### config.mk
export PLATFORM = sky130hd
export DESIGN_NAME = voice_allocator_flat
export DESIGN_NICKNAME = d
export VERILOG_FILES = /design/src/rtl/voice_allocator_if.sv /design/src/rtl/voice_allocator.sv /design/src/flat_wrapper.sv
export SDC_FILE = /design/constraint.sdc
export NUM_CORES = 1
export LEC_CHECK = 0
export ABC_AREA = 1
export BUFFER_PORTS_ARGS = -buffer_cell sky130_fd_sc_hd__buf_2
export CORE_MARGIN = 2
export CORE_UTILIZATION = 30
export CTS_CLUSTER_SIZE = 8
export DETAILED_ROUTE_END_ITERATION = 8
export SLEW_MARGIN = 20
export SYNTH_ARGS = -nofsm -noshare
export SYNTH_HDL_FRONTEND = slang
export SYNTH_SLANG_ARGS = --single-unit
### constraint.sdc
create_clock -name clk -period 3.34 [get_ports clk]
set_input_delay 0.334 -clock clk [delete_from_list [all_inputs] [get_ports clk]]
set_output_delay 0.334 -clock clk [all_outputs]
set_load 0.02 [all_outputs]
### src/rtl/voice_allocator_if.sv
// Note-event handshake plus the shared 8-bit synth write bus.
// The tri-state data pin is resolved here from the master's data/enable pair.
interface voice_allocator_if #(
  parameter int NUM_VOICES = 4
);
  logic                  note_valid;
  logic                  note_on;
  logic [6:0]            note_key;
  logic [7:0]            note_incr;
  logic                  all_off;
  logic                  note_ready;
  logic [15:0]           bus_address;
  logic [7:0]            bus_data_o;
  logic                  bus_data_oe;
  wire  [7:0]            bus_data;
  logic                  bus_read_write;
  logic                  bus_clock;
  logic [NUM_VOICES-1:0] voice_active;

  assign bus_data = bus_data_oe ? bus_data_o : 8'hzz;

  modport master (
    input  note_valid, note_on, note_key, note_incr, all_off,
    output note_ready, bus_address, bus_data_o, bus_data_oe,
    output bus_read_write, bus_clock, voice_active
  );

  modport slave (
    output note_valid, note_on, note_key, note_incr, all_off,
    input  note_ready, bus_address, bus_data, bus_data_oe,
    input  bus_read_write, bus_clock, voice_active
  );
endinterface

### src/rtl/voice_allocator.sv
// Polyphonic voice scheduler: maps note events onto voices and programs them
// through 3-cycle writes (SETUP/STROBE/HOLD) on the shared synth bus.
module voice_allocator #(
  parameter int          NUM_VOICES   = 4,
  parameter logic [15:0] BASE_ADDR    = 16'h0000,
  parameter int          VOICE_STRIDE = 4
) (
  input  logic              clk,
  input  logic              rst_n,
  voice_allocator_if.master bus
);
  localparam int          VW     = (NUM_VOICES > 1) ? $clog2(NUM_VOICES) : 1;
  localparam logic [15:0] STRIDE = 16'(VOICE_STRIDE);

  typedef enum logic [2:0] {S_IDLE, S_LOOKUP, S_SETUP, S_STROBE, S_HOLD} state_e;
  typedef enum logic [1:0] {OP_ON, OP_OFF, OP_ALL} op_e;

  state_e                state_q, state_d;
  op_e                   op_q, op_d;
  logic [VW-1:0]         voice_q, voice_d;
  logic [VW-1:0]         steal_q, steal_d;
  logic                  second_q, second_d;
  logic [NUM_VOICES-1:0] pend_q, pend_d;
  logic [NUM_VOICES-1:0] active_q, active_d;
  logic [6:0]            keys_q [NUM_VOICES];
  logic [6:0]            keys_d [NUM_VOICES];
  logic [15:0]           addr_q, addr_d;
  logic [7:0]            data_q, data_d;
  logic                  bus_clock_q, bus_clock_d;
  logic [6:0]            key_q, key_d;
  logic [7:0]            incr_q, incr_d;

  logic                  note_ready;
  logic                  data_oe;
  logic                  accept;
  logic [NUM_VOICES-1:0] match;
  logic                  match_any, free_any;
  logic [VW-1:0]         match_idx, free_idx, on_voice, steal_next;
  logic                  has_write, more_write;

  function automatic logic [VW-1:0] lowest(input logic [NUM_VOICES-1:0] m);
    logic [VW-1:0] idx;
    idx = '0;
    for (int i = NUM_VOICES - 1; i >= 0; i--) begin
      if (m[i]) idx = VW'(i);
    end
    return idx;
  endfunction

  function automatic logic [15:0] reg_addr(input logic [VW-1:0] v, input logic [1:0] r);
    return BASE_ADDR + (16'(v) * STRIDE) + 16'(r);
  endfunction

  function automatic logic [NUM_VOICES-1:0] drop_lowest(input logic [NUM_VOICES-1:0] m);
    return m & (m - NUM_VOICES'(1));
  endfunction

  always_comb begin
    for (int v = 0; v < NUM_VOICES; v++) begin
      match[v] = active_q[v] && (keys_q[v] == key_q);
    end
  end

  assign match_any  = |match;
  assign free_any   = ~&active_q;
  assign match_idx  = lowest(match);
  assign free_idx   = lowest(~active_q);
  assign steal_next = (steal_q == VW'(NUM_VOICES - 1)) ? '0 : steal_q + VW'(1);
  // Retrigger beats free-voice allocation, which beats stealing.
  assign on_voice   = match_any ? match_idx : (free_any ? free_idx : steal_q);
  assign accept     = bus.note_valid && note_ready;

  assign has_write  = (op_q == OP_ON) || ((op_q == OP_OFF) && match_any) ||
                      ((op_q == OP_ALL) && (|active_q));
  assign more_write = ((op_q == OP_ON) && !second_q) || ((op_q == OP_ALL) && (|pend_q));

  always_ff @(posedge clk or negedge rst_n) begin
    if (!rst_n) state_q <= S_IDLE;
    else        state_q <= state_d;
  end

  always_comb begin
    state_d = state_q;
    unique case (state_q)
      S_IDLE:   if (bus.all_off || bus.note_valid) state_d = S_LOOKUP;
      S_LOOKUP: state_d = has_write ? S_SETUP : S_IDLE;
      S_SETUP:  state_d = S_STROBE;
      S_STROBE: state_d = S_HOLD;
      S_HOLD:   state_d = more_write ? S_SETUP : S_IDLE;
      default:  state_d = S_IDLE;
    endcase
  end

  always_comb begin
    note_ready  = (state_q == S_IDLE) && !bus.all_off;
    data_oe     = (state_q == S_SETUP) || (state_q == S_STROBE) || (state_q == S_HOLD);
    bus_clock_d = (state_d == S_STROBE);
  end

  always_comb begin
    op_d     = op_q;
    voice_d  = voice_q;
    steal_d  = steal_q;
    second_d = second_q;
    pend_d   = pend_q;
    active_d = active_q;
    keys_d   = keys_q;
    addr_d   = addr_q;
    data_d   = data_q;
    key_d    = key_q;
    incr_d   = incr_q;
    unique case (state_q)
      S_IDLE: begin
        if (bus.all_off) begin
          op_d = OP_ALL;
        end else if (accept) begin
          op_d   = bus.note_on ? OP_ON : OP_OFF;
          key_d  = bus.note_key;
          incr_d = bus.note_incr;
        end
      end
      S_LOOKUP: begin
        unique case (op_q)
          OP_ON: begin
            voice_d  = on_voice;
            addr_d   = reg_addr(on_voice, 2'd0);
            data_d   = incr_q;
            second_d = 1'b0;
            if (!match_any && !free_any) steal_d = steal_next;
          end
          OP_OFF: begin
            if (match_any) begin
              voice_d = match_idx;
              addr_d  = reg_addr(match_idx, 2'd1);
              data_d  = 8'h00;
            end
          end
          default: begin
            if (|active_q) begin
              voice_d = lowest(active_q);
              addr_d  = reg_addr(lowest(active_q), 2'd1);
              data_d  = 8'h00;
              pend_d  = drop_lowest(active_q);
            end
          end
        endcase
      end
      S_HOLD: begin
        if (more_write) begin
          if (op_q == OP_ON) begin
            second_d = 1'b1;
            addr_d   = reg_addr(voice_q, 2'd1);
            data_d   = 8'h01;
          end else begin
            voice_d = lowest(pend_q);
            addr_d  = reg_addr(lowest(pend_q), 2'd1);
            data_d  = 8'h00;
            pend_d  = drop_lowest(pend_q);
          end
        end else begin
          // Voice bookkeeping commits only once the whole write list is out.
          unique case (op_q)
            OP_ON: begin
              active_d[voice_q] = 1'b1;
              keys_d[voice_q]   = key_q;
            end
            OP_OFF:  active_d[voice_q] = 1'b0;
            default: active_d = '0;
          endcase
        end
      end
      default: ;
    endcase
  end

  always_ff @(posedge clk or negedge rst_n) begin
    if (!rst_n) begin
      op_q        <= OP_ON;
      voice_q     <= '0;
      steal_q     <= '0;
      second_q    <= 1'b0;
      pend_q      <= '0;
      active_q    <= '0;
      addr_q      <= '0;
      data_q      <= '0;
      bus_clock_q <= 1'b0;
      for (int v = 0; v < NUM_VOICES; v++) keys_q[v] <= '0;
    end else begin
      op_q        <= op_d;
      voice_q     <= voice_d;
      steal_q     <= steal_d;
      second_q    <= second_d;
      pend_q      <= pend_d;
      active_q    <= active_d;
      addr_q      <= addr_d;
      data_q      <= data_d;
      bus_clock_q <= bus_clock_d;
      keys_q      <= keys_d;
    end
  end

  always_ff @(posedge clk) begin
    key_q  <= key_d;
    incr_q <= incr_d;
  end

  assign bus.note_ready     = note_ready;
  assign bus.bus_data_oe    = data_oe;
  assign bus.bus_address    = addr_q;
  assign bus.bus_data_o     = data_q;
  assign bus.bus_read_write = 1'b1;
  assign bus.bus_clock      = bus_clock_q;
  assign bus.voice_active   = active_q;
endmodule
### src/flat_wrapper.sv
// flat-port wrapper written by rule: the top's interface ports become plain ports
module voice_allocator_flat 
#(
  parameter int          NUM_VOICES   = 4,
  parameter logic [15:0] BASE_ADDR    = 16'h0000,
  parameter int          VOICE_STRIDE = 4
)
  (clk, rst_n, bus_note_valid, bus_note_on, bus_note_key, bus_note_incr, bus_all_off, bus_note_ready, bus_bus_address, bus_bus_data_o, bus_bus_data_oe, bus_bus_read_write, bus_bus_clock, bus_voice_active);
  voice_allocator_if #(.NUM_VOICES(NUM_VOICES)) bus_i ();
  input  logic clk;
  input  logic rst_n;
  input wire logic [$bits(bus_i.note_valid)-1:0] bus_note_valid;
  input wire logic [$bits(bus_i.note_on)-1:0] bus_note_on;
  input wire logic [$bits(bus_i.note_key)-1:0] bus_note_key;
  input wire logic [$bits(bus_i.note_incr)-1:0] bus_note_incr;
  input wire logic [$bits(bus_i.all_off)-1:0] bus_all_off;
  output wire logic [$bits(bus_i.note_ready)-1:0] bus_note_ready;
  output wire logic [$bits(bus_i.bus_address)-1:0] bus_bus_address;
  output wire logic [$bits(bus_i.bus_data_o)-1:0] bus_bus_data_o;
  output wire logic [$bits(bus_i.bus_data_oe)-1:0] bus_bus_data_oe;
  output wire logic [$bits(bus_i.bus_read_write)-1:0] bus_bus_read_write;
  output wire logic [$bits(bus_i.bus_clock)-1:0] bus_bus_clock;
  output wire logic [$bits(bus_i.voice_active)-1:0] bus_voice_active;
  assign bus_i.note_valid = bus_note_valid;
  assign bus_i.note_on = bus_note_on;
  assign bus_i.note_key = bus_note_key;
  assign bus_i.note_incr = bus_note_incr;
  assign bus_i.all_off = bus_all_off;
  assign bus_note_ready = bus_i.note_ready;
  assign bus_bus_address = bus_i.bus_address;
  assign bus_bus_data_o = bus_i.bus_data_o;
  assign bus_bus_data_oe = bus_i.bus_data_oe;
  assign bus_bus_read_write = bus_i.bus_read_write;
  assign bus_bus_clock = bus_i.bus_clock;
  assign bus_voice_active = bus_i.voice_active;
  voice_allocator #(.NUM_VOICES(NUM_VOICES), .BASE_ADDR(BASE_ADDR), .VOICE_STRIDE(VOICE_STRIDE)) u_core (.clk(clk), .rst_n(rst_n), .bus(bus_i));
endmodule
==> results.toml, run 1 <==
[run_status]
status = "completed"

[setup_path]
required_ns = 3.60
path_delay_family = "simple AND/OR/NAND/NOR gates"
max_stage_delay_ns = 0.50
crit_type = "reg2reg"
cp_cell_sequence = "inv_2 -> nand2_1 -> nand2_1 -> nor2_1 -> nand2_1 -> nor2_2 -> nor2_1 -> nand3_2 -> nand3_4 -> nor2_1 -> a22oi_2"
crit_path_end_kind = "flop"
path_buf_inv = 1
r2r_end = "u_core.bus.bus_address[2]"
r2r_cells = 11
worstPathMaxFanout = 14
arrival_ns = 2.19
critical_path.reg2reg.startpoint = "u_core.key_q[2]"
worst_path_max_delay_cell = "edfxtp_1"
reg2reg_setup_slack_ns = 1.41
cp-start-kind = "flop"

[cts]
cts_resized = 0
clk_path_buf_depth = 2
postCtsSetupBuffers = 0
ctsHoldBuffers = 1
cts_max_level = 3
tritoncts = "yes"
numCtsBuffers = 9
clkTransAtPathRegs_ns = 0.06
cts_sinks = 72
root_buffer = "clkbuf_16"
clock_latency_ns = 0.34

[synth]
synth_seq_cells = 72
synth.avg_cell_area_um2 = 7.84
ys_types = 32
synth.cell_area_um2 = 3780
synthCells = 482
synth_warnings = 0
yosysSeqAreaShare_pct = 49.6

[floorplan]
die_height_um = 116
initial_core_util_pct = 30.3
io_pins = 52
fp-row-count = 41
die-area_um2 = 13500
core_area_um2 = 12500
die_w_um = 116

[drt]
vias = 3153
ant_nets = 0
drc = 0
via_per_inst = 4.50
drt_first_pass_iters = 4
routed_wl_um = 8620
detail_route.iter0.violations = 221
wire_per_inst_um = 12.3

[placed_design]
place.gp.congestion = 0.937
dpl.hpwl_um = 6310
dp_slack_ns = 1.40
io_buffers = 37

[worst_hold_path]
hold_class = "in2reg"
min_path_cells = 1
min_from = "bus_note_key[0]"
min_to = "u_core.key_q[0]"

[timing]
drv_slew = 0
fmax_mhz = 517
finalWorstSetupSlack_ns = 1.41
tightest_slew_ns = 0.657
setup_tns_ns = 0
hold_viol = 0
fin_crit_ns = 1.93
relSlewSlack_pct = 56.1
setup_violations = 0
skew_ns = 0.00631
fin_crit_sh_pct = 57.9
grt_setup_unrepaired = "no"

[final_layout]
multi_input_area_um2 = 1530
fill_cells = 1299
nNetsFinal = 545
diodes = 0
area_delta_synth_final_pct = 15.6
drive_above_1_share_pct = 16.1
seq_area_um2 = 1880

[global_routing]
busiest_layer = "met2"
use_met1_pct = 18.9
gr-total-overflow = 0
grt_pass1_wl_um = 14500
grt_max_degree = 38
grt_usage_pct = 13.9
met2_usage_pct = 21.5
antenna_found_initial = 0
grt_pass1_vias = 3017
use_met3_pct = 2.49

[power_and_ir_drop]
cellPowerDensity_nw_per_um2 = 807
p_total_mw = 3.53
leakage_nw = 2.08
ir_drop_uv = 394

[flow_run]
drv_cap = 0
## worst max path at each step
stage / from / end / slack, ns / cells after the start
after global routing: u_core.op_q[1] / u_core.keys_q[6] / 1.18 / 6
after floorplan: u_core.state_q[0] / u_core.incr_q[0] / 1.42 / 5
final: u_core.key_q[2] / u_core.bus.bus_address[2] / 1.41 / 11
after detailed placement: u_core.op_q[1] / u_core.keys_q[24] / 1.40 / 6
after global placement: u_core.key_q[5] / u_core.bus.bus_address[2] / 1.45 / 11
after CTS: u_core.key_q[5] / u_core.bus.bus_address[2] / 1.38 / 11
## power breakdown
group	internal (mW)	switching, mW
clock network	0.502	0.377
logic	0.426	0.874
registers	1.14	0.210
total	2.07	1.46
## area by class of cell
type	count	area share [%]
clock buffer	9	5.15
clock inverter	7	1.12
inverter	72	6.18
multi-input combinational	330	35.0
sequential	72	42.9
tap	172	4.92
timing repair buffer	39	4.64
## cell families (layout without fill, tap and decap cells)
kind of cell	Yosys count	count (layout)	share of synthesized area, %
buf+inv	92	127	11.1
other cells	2	14	0.199
flops	72	72	49.6
compound gates	73	73	11.3
fa+ha+maj	1	1	0.331
simple gates	242	242	27.5
## layout by cell type (no fill, tap or decap), types with 2 or more instances in the layout
cell type  synthesis  final
nand2_1          153    153
inv_1             60     60
dfrtp_1           57     57
nor2_1            52     52
buf_2              4     37
o21ai_0           34     34
edfxtp_1          15     15
conb_1             2     14
a21oi_1           13     13
inv_2             12     12
clkbuf_16          0      9
o21ai_1            8      8
nand3_1            8      8
nand4_1            8      8
a22o_1             7      7
nor2_2             5      5
o22ai_1            5      5
nor2_4             4      4
nor3_2             4      4
nor3_1             3      3
clkinv_2           0      3
clkinv_4           0      3
nand3b_1           2      2
## per-stage QoR
step	hold WS, ns	utilization [%]	std cells	area (um2)
floorplan	0.0384	-	494	3830
global placement	0.325	32.8	684	4090
detailed placement	0.326	32.8	684	4090
CTS	0.160	35.1	701	4370
global route	0.160	35.1	701	4370
finish	0.169	35.1	701	4370
## Yosys cell counts
cell type  number  area share, %
o31ai_1         1           0.20
buf_2           4           0.53
dfrtp_1        57             38
buf_4          14            2.8
inv_2          12            1.2
conb_1          2           0.20
a21oi_1        13            1.7
nor2_2          5           0.83
o22ai_1         5           0.83
a21oi_4         1           0.43
a22o_1          7            1.6
nor2_4          4            1.2
o21ai_0        34            4.5
nand3b_1        2           0.40
edfxtp_1       15             12
a22oi_2         1           0.33
a31oi_1         1           0.17
inv_1          60            6.0
nand2_1       153             15
nor2_1         52            5.2
o21ai_2         1           0.23
nand3_2         1           0.26
ha_1            1           0.33
nand3_1         8            1.1
nand3_4         1           0.46
buf_6           2           0.60
o21ai_1         8            1.1
nor3_2          4            1.1
nand4_1         8            1.3
nor3_1          3           0.40
nand2_2         1           0.17
o21bai_1        1           0.20
## per-layer routing
layer / wire length [um] / up-vias
met5: 0 / -
met4: 231 / 0
met3: 329 / 18
met2: 3900 / 89
met1: 4160 / 1461
li1: - / 1585
## flip-flops by register name, indices dropped and copies added (netlist names), 2 cells and up
register / count
u_core.op_q: 2
u_core.bus.voice_active: 4
u_core.keys_q: 28
u_core.pend_q: 3
u_core.voice_q: 2
u_core.steal_q: 2
u_core.incr_q: 8
u_core.key_q: 7
u_core.bus.bus_address: 3
u_core.bus.bus_data_o: 8
u_core.state_q: 3
(Power assumes the default switching activity.)
==> run 2: changes to the inputs <==
- clock period: 3.34 -> 1.71 ns (I/O delays scaled with it)
==> results.toml, run 2 (synthesis gave the netlist of run 1 again) <==
[run_status]
status = "finished with violations"
violations = "setup timing"

[drt]
vias = 3432
ant_nets = 0
via_per_inst = 4.53
detail_route.iter0.violations = 191
wire_per_inst_um = 12.8
routed_wl_um = 9700
drc = 0
drt_first_pass_iters = 5

[final_layout]
multi_input_area_um2 = 1750
utilization_pct = 41.2
diodes = 0
layout_commonest_cell = "nand2_1"
area_delta_synth_final_pct = 35.7
fill_cells = 1218
seq_area_um2 = 1880
largest_register_ffs = 28
largest-register = "u_core.keys_q"
layout_common_cells = "135 x nand2_1, 57 x inv_1, 55 x dfrtp_1, 37 x nor2_1, 37 x buf_4"
drive_above_1_share_pct = 29.9
nNetsFinal = 602
stdcell_area_um2 = 5130

[global_routing]
grt_max_degree = 58
grt_pass1_vias = 3164
grt_pass1_wl_um = 15100
antenna_found_initial = 0
grt_usage_pct = 14.6
gr-total-overflow = 0

[setup_path]
cp-start-kind = "flop"
required_ns = 1.94
crit_path_end_kind = "flop"
arrival_ns = 1.97
crit_type = "reg2reg"
worstPathMaxFanout = 8

[floorplan]
die_height_um = 116
die-area_um2 = 13500
fp-row-count = 41
core_area_um2 = 12500
initial_core_util_pct = 30.3
io_pins = 52
die_w_um = 116

[timing]
fin_crit_ns = 1.74
skew_ns = 0.0111
hold_viol = 0
setup_violations = 12
grt_setup_unrepaired = "yes"
fmax_mhz = 574
drv_slew = 0
fin_crit_sh_pct = 102
finalWorstSetupSlack_ns = -0.0323

[worst_hold_path]
hold_class = "in2reg"

[cts]
clk_path_buf_depth = 2
root_buffer = "clkbuf_16"
numCtsBuffers = 9
cts_max_level = 3
cts_sinks = 72
clkTransAtPathRegs_ns = 0.06
clock_latency_ns = 0.35
tritoncts = "yes"

[placed_design]
dp_slack_ns = -0.0519
dpl.hpwl_um = 6470
io_buffers = 37
placedInstanceArea_um2 = 4270
place.gp.congestion = 0.874

[power_and_ir_drop]
ir_drop_uv = 789
cellPowerDensity_nw_per_um2 = 1570
leakage_nw = 2.40
p_total_mw = 8.05

[flow_run]
drv_cap = 0
-- run 2: changes by cell type in the layout (fill, tap and decap cells not counted), sizes merged --
| cell | change |
|---|---|
| buf | +42 |
| dlygate4sd3 | +14 |
| clkinv | -3 |
| clkbuf | +2 |
| bufinv | +1 |
| clkinvlp | +1 |
| inv | -1 |
| nand3 | +1 |
-- run 2: what timing repair did --
item	in CTS	in global routing
gates cloned	1	0
buffers inserted	4	18
setup endpoints to repair	12	29
hold buffers	15	0
resized for setup	12	62
pin swaps	7	31
hold endpoints to repair	71	0
-- run 2: final timing paths --
kind                             startpoint                         end  slack (ns)  depth (start not counted)
setup reg to reg             u_core.op_q[1]    u_core.bus.bus_data_o[3]       -0.03                          7
hold / removal              bus_note_key[2]             u_core.key_q[2]       0.008                          1
min in group asynchronous             rst_n            u_core.keys_q[1]        0.35                          3
hold reg to reg            u_core.incr_q[2]    u_core.bus.bus_data_o[2]        0.47                          1
max in group asynchronous             rst_n  u_core.bus.voice_active[2]        1.05                          3
setup / recovery             u_core.op_q[1]    u_core.bus.bus_data_o[3]       -0.03                          7
-- run 2: metal layers --
layer	track usage (%)	wire [um]	vias to the layer above
met4	5.79	169	0
li1	-	-	1706
met3	3.79	331	14
met1	19.4	4610	1638
met2	22.8	4580	74
met5	0	0	-
-- run 2: critical path: stages, from the launching register on --
cell and delay (ns):
dfrtp_2 0.44, buf_4 0.19, nor2_1 0.20, inv_1 0.14
nand4_1 0.16, buf_4 0.15, nand3_4 0.13, a22o_1 0.21
-- run 2: metrics by stage --
step                TNS (ns)  hold slack [ns]  cells
floorplan                  0           -0.125    494
global placement           0            0.198    704
detailed placement    -0.389            0.209    704
CTS                        0          0.00236    740
global route           -1.85          0.00649    758
finish                -0.196          0.00801    758
-- run 2: power by group --
group          total [mW]  switching, mW  internal, mW  leakage [nW]
clock                1.93          0.724          1.20         0.148
sequential           2.64          0.412          2.23         0.898
combinational        3.48           2.13          1.35          1.36
total                8.05           3.26          4.78          2.40
-- run 2: layout make-up --
type	count	share of cell area, %
Sequential cell	72	36.6
Multi-Input combinational cell	331	34.1
Timing Repair Buffer	95	13.7
Inverter	72	5.37
Clock buffer	11	4.93
Tap cell	172	4.20
Clock inverter	5	1.07
==> run 3: changes to the inputs <==
- PLACE_DENSITY: default -> 0.47
==> results.toml, run 3 (synthesis gave the netlist of run 1 again) <==
[run_status]
status = "finished with violations"
violations = "setup timing"

[timing]
setup_tns_ns = -0.221
fin_crit_ns = 1.75
fmax_mhz = 571
setup_violations = 7
finalWorstSetupSlack_ns = -0.0404
fin_hold_ws_ns = 0.0153
grt_setup_unrepaired = "yes"
hold_viol = 0
skew_ns = 0.00574
drv_slew = 0
fin_crit_sh_pct = 102

[global_routing]
gr-total-overflow = 0
antenna_found_initial = 0
grt_usage_pct = 15.4
grt_pass1_wl_um = 15600
grt_max_degree = 58
grt_pass1_vias = 3080

[floorplan]
initial_core_util_pct = 30.3
io_pins = 52
die-area_um2 = 13500
die_w_um = 116
die_height_um = 116
fp-row-count = 41
core_area_um2 = 12500

[flow_run]
drv_cap = 0

[power_and_ir_drop]
leakage_nw = 2.42
p_total_mw = 8.18
cellPowerDensity_nw_per_um2 = 1590
ir_drop_uv = 622

[drt]
detail_route.iter0.violations = 176
drc = 0
drt_first_pass_iters = 4
wire_per_inst_um = 12.8
routed_wl_um = 9710
via_per_inst = 4.30
vias = 3256
ant_nets = 0

[final_layout]
fill_cells = 1269
diodes = 0
multi_input_area_um2 = 1710
layout_common_cells = "143 x nand2_1, 58 x inv_1, 56 x dfrtp_1, 40 x nor2_1, 37 x buf_4"
layout_commonest_cell = "nand2_1"
nNetsFinal = 601
largest-register = "u_core.keys_q"
seq_area_um2 = 1880
area_delta_synth_final_pct = 35.8
largest_register_ffs = 28
drive_above_1_share_pct = 27.5

[setup_path]
crit_type = "reg2reg"
required_ns = 1.94
cp-start-kind = "flop"
worstPathMaxFanout = 7
arrival_ns = 1.98
crit_path_end_kind = "flop"

[cts]
clk_path_buf_depth = 2
cts_sinks = 72
clkTransAtPathRegs_ns = 0.06
clock_latency_ns = 0.34
cts_max_level = 3
tritoncts = "yes"
root_buffer = "clkbuf_16"
numCtsBuffers = 9

[placed_design]
io_buffers = 37
dpl.hpwl_um = 6570
place.gp.congestion = 0.822

[worst_hold_path]
hold_class = "in2reg"
[run 3: power by group]
part / internal, mW / switching, mW / leakage (nW)
Clock: 1.47 / 0.761 / 0.169
Combinational: 1.29 / 2.05 / 1.35
Sequential: 2.23 / 0.388 / 0.900
Total: 4.99 / 3.19 / 2.42
[run 3: cell type report]
type | instances | share of cell area (%)
multi-input cells | 331 | 33.3
inverters | 72 | 5.36
flip-flops and latches | 72 | 36.6
clock inverters | 6 | 2.24
well taps | 172 | 4.19
clock buffers | 10 | 4.66
repair buffers | 94 | 13.7
[run 3: metrics by stage]
step | area, um2 | std cells | util (%) | setup slack [ns]
after floorplan | 3830 | 494 | - | 0.0245
after global placement | 4270 | 704 | 34.2 | -0.0749
after detailed placement | 4270 | 704 | 34.2 | -0.0956
after CTS | 4830 | 740 | 38.8 | -0.0163
after global routing | 5130 | 757 | 41.2 | -0.159
final | 5130 | 757 | 41.2 | -0.0404
[run 3: metal layers]
layer | track usage, % | up-vias | wire length [um]
met5 | 0 | - | 0
met4 | 6.19 | 0 | 182
met3 | 3.53 | 11 | 379
met2 | 24.0 | 62 | 4470
met1 | 20.6 | 1493 | 4670
li1 | - | 1690 | -
[run 3: what timing repair did]
action                                 CTS  global route
buffers inserted                         6            16
pin swaps                                6            16
setup endpoints to repair               15            47
resized for setup                        7            52
endpoints found under the hold margin   69             1
hold buffers                            13             1
gates cloned                             1             0
[run 3: worst max-delay path: stages, from the launching register on]
cell	delay (ns)
edfxtp_1	0.43
buf_4	0.16
nand2_1	0.11
nand2_1	0.07
nor2_1	0.08
nand2_1	0.07
nor2_2	0.15
nor2_4	0.06
nand3_4	0.09
buf_12	0.11
nand3_4	0.10
a22o_1	0.20
[run 3: worst paths after layout]
path / cells after the start / endpoint / slack, ns / startpoint
min in group asynchronous: 3 / u_core.bus.bus_clock / 0.37 / rst_n
hold / removal: 1 / u_core.key_q[2] / 0.02 / bus_note_key[2]
hold reg to reg: 1 / u_core.bus.bus_data_o[3] / 0.47 / u_core.incr_q[3]
setup / recovery: 11 / u_core.bus.bus_data_o[5] / -0.04 / u_core.key_q[2]
max in group asynchronous: 3 / u_core.op_q[1] / 1.09 / rst_n
setup reg to reg: 11 / u_core.bus.bus_data_o[5] / -0.04 / u_core.key_q[2]
